`src/rtl/pattern_step_sequencer_if.sv`:
```
// ============================================================================
// Module   : pattern_step_sequencer_if
// Purpose  : Pattern PIO bundle between the SoC master and the step sequencer.
// Revision : 1.0
// ============================================================================
`default_nettype none

interface pattern_step_sequencer_if #(
  parameter int NUM_CH    = 4,
  parameter int NUM_STEPS = 8,
  parameter int TDIV_W    = 24
);
  localparam int STEP_W = $clog2(NUM_STEPS);

  logic [NUM_CH*NUM_STEPS-1:0] pattern_word;
  logic                        pattern_load;
  logic [TDIV_W-1:0]           tempo_div;
  logic                        run;
  logic [NUM_CH-1:0]           mute;
  logic [NUM_CH-1:0]           trig;
  logic [STEP_W-1:0]           step_idx;
  logic                        bar_pulse;
  logic                        pending;
  logic                        running;

  modport master (
    output pattern_word, pattern_load, tempo_div, run, mute,
    input  trig, step_idx, bar_pulse, pending, running
  );

  modport slave (
    input  pattern_word, pattern_load, tempo_div, run, mute,
    output trig, step_idx, bar_pulse, pending, running
  );
endinterface

`default_nettype wire

```
`src/rtl/pattern_step_sequencer.sv`:
```
// ============================================================================
// Module   : pattern_step_sequencer
// Purpose  : Multi-channel drum step sequencer with a bar-aligned double-buffered pattern.
// Revision : 1.0
// ============================================================================
`default_nettype none

module pattern_step_sequencer #(
  parameter int NUM_CH    = 4,
  parameter int NUM_STEPS = 8,
  parameter int TDIV_W    = 24
) (
  input  logic                     clk_clk,
  input  logic                     reset_reset_n,
  pattern_step_sequencer_if.slave  bus
);

  localparam int STEP_W = $clog2(NUM_STEPS);
  localparam int PAT_W  = NUM_CH * NUM_STEPS;

  localparam logic [0:0] S_IDLE = 1'b0;
  localparam logic [0:0] S_RUN  = 1'b1;

  localparam logic [STEP_W-1:0] c_LAST_STEP = STEP_W'(NUM_STEPS - 1);

  logic [0:0]        r_state;
  logic [0:0]        w_state_nxt;

  logic [PAT_W-1:0]  r_active;
  logic [PAT_W-1:0]  r_shadow;
  logic              r_pending;
  logic [TDIV_W-1:0] r_cnt;
  logic [STEP_W-1:0] r_step;
  logic [NUM_CH-1:0] r_trig;
  logic              r_bar;

  logic [PAT_W-1:0]  w_active_nxt;
  logic [PAT_W-1:0]  w_shadow_nxt;
  logic              w_pending_nxt;
  logic [TDIV_W-1:0] w_cnt_nxt;
  logic [STEP_W-1:0] w_step_nxt;
  logic [NUM_CH-1:0] w_trig_nxt;
  logic              w_bar_nxt;
  logic              w_fire;
  logic [STEP_W-1:0] w_fire_step;
  logic              w_swap_pt;
  logic [TDIV_W-1:0] w_div_m1;
  logic [NUM_CH-1:0] w_hit;

  // A tempo of zero behaves as one cycle per step.
  assign w_div_m1 = (bus.tempo_div == '0) ? '0 : (bus.tempo_div - TDIV_W'(1));

  always_ff @(posedge clk_clk or negedge reset_reset_n) begin
    if (!reset_reset_n) begin
      r_state <= S_IDLE;
    end else begin
      r_state <= w_state_nxt;
    end
  end

  always_comb begin
    w_state_nxt = r_state;
    case (r_state)
      S_IDLE:  if (bus.run)  w_state_nxt = S_RUN;
      S_RUN:   if (!bus.run) w_state_nxt = S_IDLE;
      default: w_state_nxt = S_IDLE;
    endcase
  end

  // Step timing: which step (if any) fires on the coming edge, and whether
  // that edge is a bar boundary where the shadow may replace the active pattern.
  always_comb begin
    w_fire      = 1'b0;
    w_fire_step = r_step;
    w_cnt_nxt   = r_cnt;
    w_step_nxt  = r_step;
    w_swap_pt   = 1'b0;
    case (r_state)
      S_IDLE: begin
        w_cnt_nxt  = '0;
        w_step_nxt = '0;
        if (bus.run) begin
          w_fire      = 1'b1;
          w_fire_step = '0;
          w_swap_pt   = 1'b1;
        end else begin
          w_swap_pt = r_pending;
        end
      end
      S_RUN: begin
        if (!bus.run) begin
          w_cnt_nxt  = '0;
          w_step_nxt = '0;
        end else if (r_cnt >= w_div_m1) begin
          // >= rather than == so a lowered tempo takes effect without wrapping
          w_cnt_nxt   = '0;
          w_step_nxt  = r_step + STEP_W'(1);
          w_fire      = 1'b1;
          w_fire_step = r_step + STEP_W'(1);
          w_swap_pt   = (r_step == c_LAST_STEP);
        end else begin
          w_cnt_nxt = r_cnt + TDIV_W'(1);
        end
      end
      default: begin
        w_cnt_nxt  = '0;
        w_step_nxt = '0;
      end
    endcase
  end

  always_comb begin
    w_active_nxt  = r_active;
    w_shadow_nxt  = r_shadow;
    w_pending_nxt = r_pending;
    if (w_swap_pt && bus.pattern_load) begin
      // Load coinciding with a swap goes straight to the active buffer.
      w_active_nxt  = bus.pattern_word;
      w_shadow_nxt  = bus.pattern_word;
      w_pending_nxt = 1'b0;
    end else if (w_swap_pt && r_pending) begin
      w_active_nxt  = r_shadow;
      w_pending_nxt = 1'b0;
    end else if (bus.pattern_load) begin
      w_shadow_nxt  = bus.pattern_word;
      w_pending_nxt = 1'b1;
    end
  end

  for (genvar g = 0; g < NUM_CH; g++) begin : g_ch
    logic [NUM_STEPS-1:0] w_row;
    assign w_row    = w_active_nxt[g*NUM_STEPS +: NUM_STEPS];
    assign w_hit[g] = w_row[w_fire_step];
  end

  always_comb begin
    w_trig_nxt = '0;
    w_bar_nxt  = 1'b0;
    if (w_fire) begin
      w_trig_nxt = w_hit & ~bus.mute;
      w_bar_nxt  = (w_fire_step == '0);
    end
  end

  always_ff @(posedge clk_clk or negedge reset_reset_n) begin
    if (!reset_reset_n) begin
      r_active  <= '0;
      r_shadow  <= '0;
      r_pending <= 1'b0;
      r_cnt     <= '0;
      r_step    <= '0;
      r_trig    <= '0;
      r_bar     <= 1'b0;
    end else begin
      r_active  <= w_active_nxt;
      r_shadow  <= w_shadow_nxt;
      r_pending <= w_pending_nxt;
      r_cnt     <= w_cnt_nxt;
      r_step    <= w_step_nxt;
      r_trig    <= w_trig_nxt;
      r_bar     <= w_bar_nxt;
    end
  end

  assign bus.trig      = r_trig;
  assign bus.step_idx  = r_step;
  assign bus.bar_pulse = r_bar;
  assign bus.pending   = r_pending;
  assign bus.running   = (r_state == S_RUN);

endmodule

`default_nettype wire

```
`src/flat_wrapper.sv`:
```
// flat-port wrapper written by rule: the top's interface ports become plain ports
module pattern_step_sequencer_flat 
#(
  parameter int NUM_CH    = 4,
  parameter int NUM_STEPS = 8,
  parameter int TDIV_W    = 24
)
  (clk_clk, reset_reset_n, bus_pattern_word, bus_pattern_load, bus_tempo_div, bus_run, bus_mute, bus_trig, bus_step_idx, bus_bar_pulse, bus_pending, bus_running);
  pattern_step_sequencer_if #(.NUM_CH(NUM_CH), .NUM_STEPS(NUM_STEPS), .TDIV_W(TDIV_W)) bus_i ();
  input  logic clk_clk;
  input  logic reset_reset_n;
  input wire logic [$bits(bus_i.pattern_word)-1:0] bus_pattern_word;
  input wire logic [$bits(bus_i.pattern_load)-1:0] bus_pattern_load;
  input wire logic [$bits(bus_i.tempo_div)-1:0] bus_tempo_div;
  input wire logic [$bits(bus_i.run)-1:0] bus_run;
  input wire logic [$bits(bus_i.mute)-1:0] bus_mute;
  output wire logic [$bits(bus_i.trig)-1:0] bus_trig;
  output wire logic [$bits(bus_i.step_idx)-1:0] bus_step_idx;
  output wire logic [$bits(bus_i.bar_pulse)-1:0] bus_bar_pulse;
  output wire logic [$bits(bus_i.pending)-1:0] bus_pending;
  output wire logic [$bits(bus_i.running)-1:0] bus_running;
  assign bus_i.pattern_word = bus_pattern_word;
  assign bus_i.pattern_load = bus_pattern_load;
  assign bus_i.tempo_div = bus_tempo_div;
  assign bus_i.run = bus_run;
  assign bus_i.mute = bus_mute;
  assign bus_trig = bus_i.trig;
  assign bus_step_idx = bus_i.step_idx;
  assign bus_bar_pulse = bus_i.bar_pulse;
  assign bus_pending = bus_i.pending;
  assign bus_running = bus_i.running;
  pattern_step_sequencer #(.NUM_CH(NUM_CH), .NUM_STEPS(NUM_STEPS), .TDIV_W(TDIV_W)) u_core (.clk_clk(clk_clk), .reset_reset_n(reset_reset_n), .bus(bus_i));
endmodule
```
`config.mk`:
```
export PLATFORM = sky130hd
export DESIGN_NAME = pattern_step_sequencer_flat
export DESIGN_NICKNAME = d
export VERILOG_FILES = /design/src/rtl/pattern_step_sequencer_if.sv /design/src/rtl/pattern_step_sequencer.sv /design/src/flat_wrapper.sv
export SDC_FILE = /design/constraint.sdc
export NUM_CORES = 1
export LEC_CHECK = 0
export BUFFER_PORTS_ARGS = -buffer_cell sky130_fd_sc_hd__buf_2
export CAP_MARGIN = 30
export CELL_PAD_IN_SITES_DETAIL_PLACEMENT = 1
export CELL_PAD_IN_SITES_GLOBAL_PLACEMENT = 2
export CORE_AREA = 2 2 143 117
export DETAILED_ROUTE_END_ITERATION = 6
export DIE_AREA = 0 0 145 119
export HOLD_SLACK_MARGIN = 0.1
export PLACE_DENSITY = 0.84
export SLEW_MARGIN = 20
export SYNTH_ARGS = -nofsm -noshare
export SYNTH_HDL_FRONTEND = slang
export SYNTH_SLANG_ARGS = --single-unit
```
`constraint.sdc`:
```
create_clock -name clk_clk -period 3.8 [get_ports clk_clk]
set_input_delay 0.38 -clock clk_clk [delete_from_list [all_inputs] [get_ports clk_clk]]
set_output_delay 0.38 -clock clk_clk [all_outputs]
set_load 0.005 [all_outputs]
```
# Word-level counts from Yosys, hierarchy flattened
# Index checks and enable logic that the tools add are counted.
dict set report op_classes {
  addsub 3
  order_cmp 2
  eq_ne 2
  n_mux 36
  bitwise_logic 3
  n_reduce_logical 7
}
# op count
set ops {}
lappend ops {{two-way mux 32 bit} 5}
lappend ops {{two-way mux 24 bit} 3}
lappend ops {{one-hot mux 24 bit (2 select lines)} 1}
lappend ops {{adder 24 x 1 -> 24 bit, second input constant} 1}
lappend ops {{>= comparator 24 bit} 1}
lappend ops {{zero test 24 bit} 1}
lappend ops {{subtractor 24 x 1 -> 24 bit, second input constant} 1}
lappend ops {{two-way mux 1 bit} 14}
lappend ops {{binary-select mux 1 bit (select 3 bit)} 4}
lappend ops {{two-way mux 3 bit} 4}
lappend ops {{one-hot mux 3 bit (2 select lines)} 2}
lappend ops {{bitwise AND 4 bit} 1}
lappend ops {{less-than comparator 3 x 4 -> 1 bit, second input constant} 1}
lappend ops {{two-way mux 4 bit} 1}
lappend ops {{NOT 4 bit} 1}
lappend ops {{one-hot mux 1 bit (2 select lines)} 2}
lappend ops {{adder 3 x 1 -> 3 bit, second input constant} 1}
lappend ops {{== test 3 bit, second input constant} 1}
lappend ops {{zero test 3 bit} 1}
lappend ops {{nonzero test 3 bit} 1}
lappend ops {{logical AND 1 bit} 2}
lappend ops {{inequality test 2 x 1 -> 1 bit, second input constant} 1}
lappend ops {{AND reduction 2 bit} 1}
lappend ops {{nonzero test 2 bit} 1}
lappend ops {{NOT 1 bit} 1}
dict set report totals {
  regBits 98
  inputBits 64
  out_inout_bits 10
  elab_cells 61
}

# Logic depth before layout (Yosys ltp)
dict set report logic_depth {
  depth_word 13
  depth_mapped 22
  ltp_nobuf 20
}

# Least setup slack after synthesis
# OpenSTA, ideal clock, no wires.
dict set report synth_timing {
  path_kind {input port to flip-flop}
  from {input bus_tempo_div[7]}
  to {register u_core.r_trig[3], in the netlist u_core.bus.trig[3]}
  setup_time_ns 0.082
  arrival_ns 4.545
  required_ns 3.718
  path_slack_ns -0.827
  cell_stages 19
  path_buffers 1
  cell_sequence {or4_1 or2_2 or4_1 inv_1 nand2_1 nor4_1 xor2_1 nand2_1 ha_1 nand4_2 nor4_4 nand2_2 o21ai_4 nor3_1 a221oi_2 buf_2 nor3b_1 a211o_1 a31oi_1}
}
dict set report synth_between {
  elab_chain_len 13
  word_cells_on_any_way 21
  classes_between {add/sub (1); order compare (1); mux (15); bitwise (1); reduce/logical (3)}
}
# item line_no
set synth_lines {}
lappend synth_lines {{from (decl)} flat_wrapper.sv:14} ;# input wire logic [$bits(bus_i.tempo_div)-1:0] bus_tempo_div;
lappend synth_lines {{subtractor 24 x 1 -> 24 bit or zero test 24 bit (tied branches)} pattern_step_sequencer.sv:51} ;# assign w_div_m1 = (bus.tempo_div == '0) ? '0 : (bus.tempo_div - TDIV_W'(1));
lappend synth_lines {{two-way mux 24 bit (*)} pattern_step_sequencer.sv:51}
lappend synth_lines {{>= comparator 24 bit (*)} pattern_step_sequencer.sv:94} ;# end else if (r_cnt >= w_div_m1) begin
lappend synth_lines {{two-way mux 1 bit} pattern_step_sequencer.sv:94}
lappend synth_lines {{two-way mux 1 bit} pattern_step_sequencer.sv:91} ;# if (!bus.run) begin
lappend synth_lines {{one-hot mux 1 bit (2 select lines)} pattern_step_sequencer.sv:78} ;# case (r_state)
lappend synth_lines {{logical AND 1 bit} pattern_step_sequencer.sv:121} ;# end else if (w_swap_pt && r_pending) begin
lappend synth_lines {{two-way mux 32 bit} pattern_step_sequencer.sv:121}
lappend synth_lines {{two-way mux 32 bit} pattern_step_sequencer.sv:116} ;# if (w_swap_pt && bus.pattern_load) begin
lappend synth_lines {{binary-select mux 1 bit (select 3 bit)} pattern_step_sequencer.sv:133} ;# assign w_hit[g] = w_row[w_fire_step];
lappend synth_lines {{two-way mux 1 bit (not written as such)} pattern_step_sequencer.sv:133}
lappend synth_lines {{bitwise AND 4 bit} pattern_step_sequencer.sv:140} ;# w_trig_nxt = w_hit & ~bus.mute;
lappend synth_lines {{two-way mux 4 bit (*)} pattern_step_sequencer.sv:139} ;# if (w_fire) begin
lappend synth_lines {{net u_core.w_trig_nxt[3]} pattern_step_sequencer.sv:42} ;# logic [NUM_CH-1:0] w_trig_nxt;
lappend synth_lines {{to (signal assigned)} pattern_step_sequencer.sv:160} ;# r_trig <= w_trig_nxt;
lappend synth_lines {{to (decl)} pattern_step_sequencer.sv:34} ;# logic [NUM_CH-1:0] r_trig;
# The timed path passes the listed nets; every way through them passes the cells marked *. The select of a mux whose other input is x is not followed.
# A chain may end at the register's enable or synchronous reset.

# Final worst setup path
dict set report layout_timing {
  from {input bus_tempo_div[7]}
  to {register u_core.r_trig[0], in the netlist u_core.bus.trig[0]}
}
# The elaborated chain is that of the path after synthesis.

==> run_results.csv <==
group,metric,value,unit
critical_path,endpoint,"u_core.bus.trig[0]",
clock_tree,cts.sink_count,98,
floorplan,io_pins,74,
timing,period_needed,4410,ps
drt,routed_wl,17.5,mm
clock_tree,clkTransAtPathRegs,70,ps
global_routing,grt_pass1_vias,5566,
clock_tree,cts.path.max_buffers,2,
pwr,power,2.66,mW
drt,ant_nets,0,
status,status,"complete, but fails checks",
placement,port_buffers,73,
placement,dp_cells,955,
drt,routed_via_density,5.24,
yosys,netlist_area,5640,sq um
timing,slew_viol_final,0,
critical_path,slowest_stage,"or4_4",
drt,drt_iter0_drc,227,
critical_path,rrSetupSlack,610,ps
yosys,synth_edf_count,0,
floorplan,dieArea,17300,sq um
floorplan,rows,42,
yosys,avgSynthCellArea,9.27,sq um
floorplan,die_width,145,um
critical_path,r2r_cells,12,
timing,hold_viol,0,
floorplan,die_h,119,um
pwr,ir_drop,0.226,mV
worst_hold_path,min_path_type,"in -> reg",
yosys,ys.warnings.count,0,
layout,areaGrowthSynthToFinish,39.1,%
layout,fin_cells,987,
clock_tree,h-tree-depth,3,
yosys,synth_cells,608,
timing,hold_slack,196,ps
status,violations,"negative setup slack",
drt,wl_per_cell,17.7,um
timing,worst_pin_slew,919,ps
timing,rsz0062_at_grt,"true",
pwr,p_leak,3.66,nW
critical_path,startpoint,"bus_tempo_div[7]",
critical_path,path_class,"in -> reg",
critical_path,r2r-start,"u_core.r_cnt[2]",
critical_path,path_cells,"buf_6 -> or4_4 -> or2_4 -> or4_4 -> inv_2 -> nand2_4 -> buf_4 -> xnor2_1 -> nand2_1 -> ha_1 -> nand4_1 -> nor4_4 -> nand2_2 -> o21ai_4 -> buf_6 -> nor2_4 -> a311oi_4 -> buf_4 -> nand4b_1 -> nand4_1 -> a31oi_1",
clock_tree,cts_tree,"yes",
critical_path,worstSetupPathDepth,21,
global_routing,grt.total_usage,20.5,%
critical_path,cp_max_fo,5,
drt,drt-pass1-iter-count,4,
global_routing,overflow,0,
drt,met3_length,537,um
critical_path,crit_path_end_kind,"flip-flop",
timing,fmax,227,MHz
global_routing,grt_antenna_before_repair,0,
floorplan,core-area,16000,sq um
placement,hpwl,12.3,mm
global_routing,grt_max_degree,74,
timing,fin_skew,11.5,ps
yosys,synth_ff_type,"dfrtp_1",
yosys,yosysUniqueCellTypes,59,
critical_path,max_stage_delay,540,ps
layout,diodes,0,
floorplan,start_util,35.2,%
run,drv_cap,0,
layout,num-nets-final,855,
clock_tree,clock_latency,350,ps
timing,post-route-period-util,116,%
drt,vias,5167,
yosys,ys_ff_latch,98,
layout,final_layout_size_suffix_gt1_share,35.9,%
global_routing,grt_pass1_wl,28.9,mm
drt,met1_length,8.22,mm
pwr,power_density,339,nW/um^2
timing,fin_ws,-613,ps
critical_path,critPathRequiredTime,4060,ps
drt,top_layer,"met4",
critical_path,worst-path-buf-inv,5,
timing,relSlewSlack,38.5,%
timing,setup_viol,54,
yosys,syn_nets,701,
clock_tree,cts_root_buf,"clkbuf_16",
critical_path,critPathTopFamily,"simple AND/OR/NAND/NOR gates",
drt,drc_errors,0,
yosys,ys_seq_area_share,43.5,%
critical_path,worstPathArrival,4670,ps
critical_path,startpoint_type,"input pin",
critical_path,r2r-end,"u_core.bus.trig[0]",
placement,gp_congestion,0.831,
drt,wl_met2,8.46,mm
yosys,synthArstFlopShare,100,%
clock_tree,cts_buffers,9,
-- final cells by class --
| type | count | area (sq um) |
|---|---|---|
| timing repair buffer | 167 | 1250 |
| sequential | 98 | 2450 |
| clock inverter | 5 | 85.1 |
| fill | 1820 | 8190 |
| inverter | 18 | 67.6 |
| multi-input combinational | 468 | 3460 |
| tap | 220 | 275 |
| clock buffer | 11 | 243 |
-- layout by cell type, fill, tap and decap left out, types with 5 or more instances in the layout --
cell	instances
nor2b_1	5
clkbuf_16	10
nor3_1	8
nand2_2	14
dfrtp_1	98
nand2_1	104
nand2b_1	29
ha_1	25
nor4_1	6
o21ai_0	11
nand4_1	6
a21oi_1	13
o221ai_2	18
mux2_2	5
buf_6	8
xor2_1	28
inv_1	17
xnor2_1	15
and3_1	5
buf_12	8
buf_2	71
buf_4	76
nand3_1	14
o211ai_1	9
nor2_1	49
-- cell usage after synthesis, types with 3 or more instances --
cell type  number  share of area [%]
and2_1          4               0.44
clkbuf_1       17                1.1
nand4b_1        4               0.62
a22oi_1         5               0.67
nand2_1       118                7.9
nor2_1         50                3.3
a21boi_0        3               0.40
o211ai_1        9                1.2
a32o_1          3               0.53
nor3_1         11               0.98
xor2_1         28                4.4
o31a_1          3               0.47
or4_1           3               0.40
nand3_1        16                1.4
or2_2           5               0.55
a31oi_1         4               0.44
nand2b_1       29                3.2
inv_1          18                1.2
o22a_1          5               0.78
and3_1          5               0.55
o21ai_0        15                1.3
a21oi_1        15                1.3
a32oi_1         5               0.78
ha_1           29                6.4
nor3b_1         5               0.67
xnor2_1        15                2.3
a2bb2oi_1       3               0.47
dfrtp_1        98                 44
o221ai_1       20                3.1
mux2_2          6                1.2
nand4_1         6               0.67
buf_2           7               0.62
nor2b_1         5               0.55
nor4_1          9                1.0
-- metal layers --
| layer | track usage (%) | up-vias |
|---|---|---|
| met3 | 3.95 | 22 |
| met4 | 4.52 | 0 |
| met2 | 34.9 | 74 |
| met1 | 27.4 | 2605 |
| li1 | - | 2466 |
| met5 | 0 | - |
-- registers in the layout (all words and copies together), names as in the netlist --
signal / flops
u_core.bus.bar_pulse: 1
u_core.r_active: 32
u_core.bus.trig: 4
u_core.r_cnt: 24
u_core.bus.pending: 1
u_core.bus.running: 1
u_core.bus.step_idx: 3
u_core.r_shadow: 32
-- where the power goes --
group | switching [mW] | internal (mW)
registers | 0.0391 | 1.13
logic | 0.256 | 0.219
clock network | 0.416 | 0.599
-- cells by family after synthesis --
group           Yosys count  synth area share (%)
mux                       8                  1.55
fa+ha+maj                29                  6.44
simple gates            276                  23.5
buf+inv                  42                  2.95
flops                    98                  43.5
xor+xnor                 43                  6.68
compound gates          112                  15.4
-- worst min path at each step --
stage	startpoint	to	slack (ps)	cells past startpoint
global route	bus_mute[1]	u_core.bus.trig[1]	190	2
floorplan	reset_reset_n	u_core.bus.bar_pulse	80	0
CTS	bus_mute[1]	u_core.bus.trig[1]	180	2
global placement	reset_reset_n	u_core.r_shadow[6]	420	1
detailed placement	reset_reset_n	u_core.r_shadow[14]	440	1
finish	bus_mute[1]	u_core.bus.trig[1]	200	2
-- through the flow --
stage          util (%)  instance area (sq um)  setup TNS (ps)  setup slack, ps
2_1_floorplan         -                   5880           -6180             -525
3_3_place_gp       43.9                   7030          -28630             -916
3_5_place_dp       43.9                   7030          -33660            -1010
4_1_cts            47.7                   7640           -6440             -570
5_1_grt            48.9                   7840          -20800             -840
6_report           48.9                   7840           -6740             -613
-- timing repair --
action / in CTS / in global routing
setup endpoints to repair: 62 / 65
hold buffers: 1 / 0
resized for setup: 30 / 24
hold endpoints to repair: 45 / 0
buffers inserted: 10 / 2
pin swaps: 21 / 8
cloned: 1 / 2
Power figures use the tool's default switching activity.
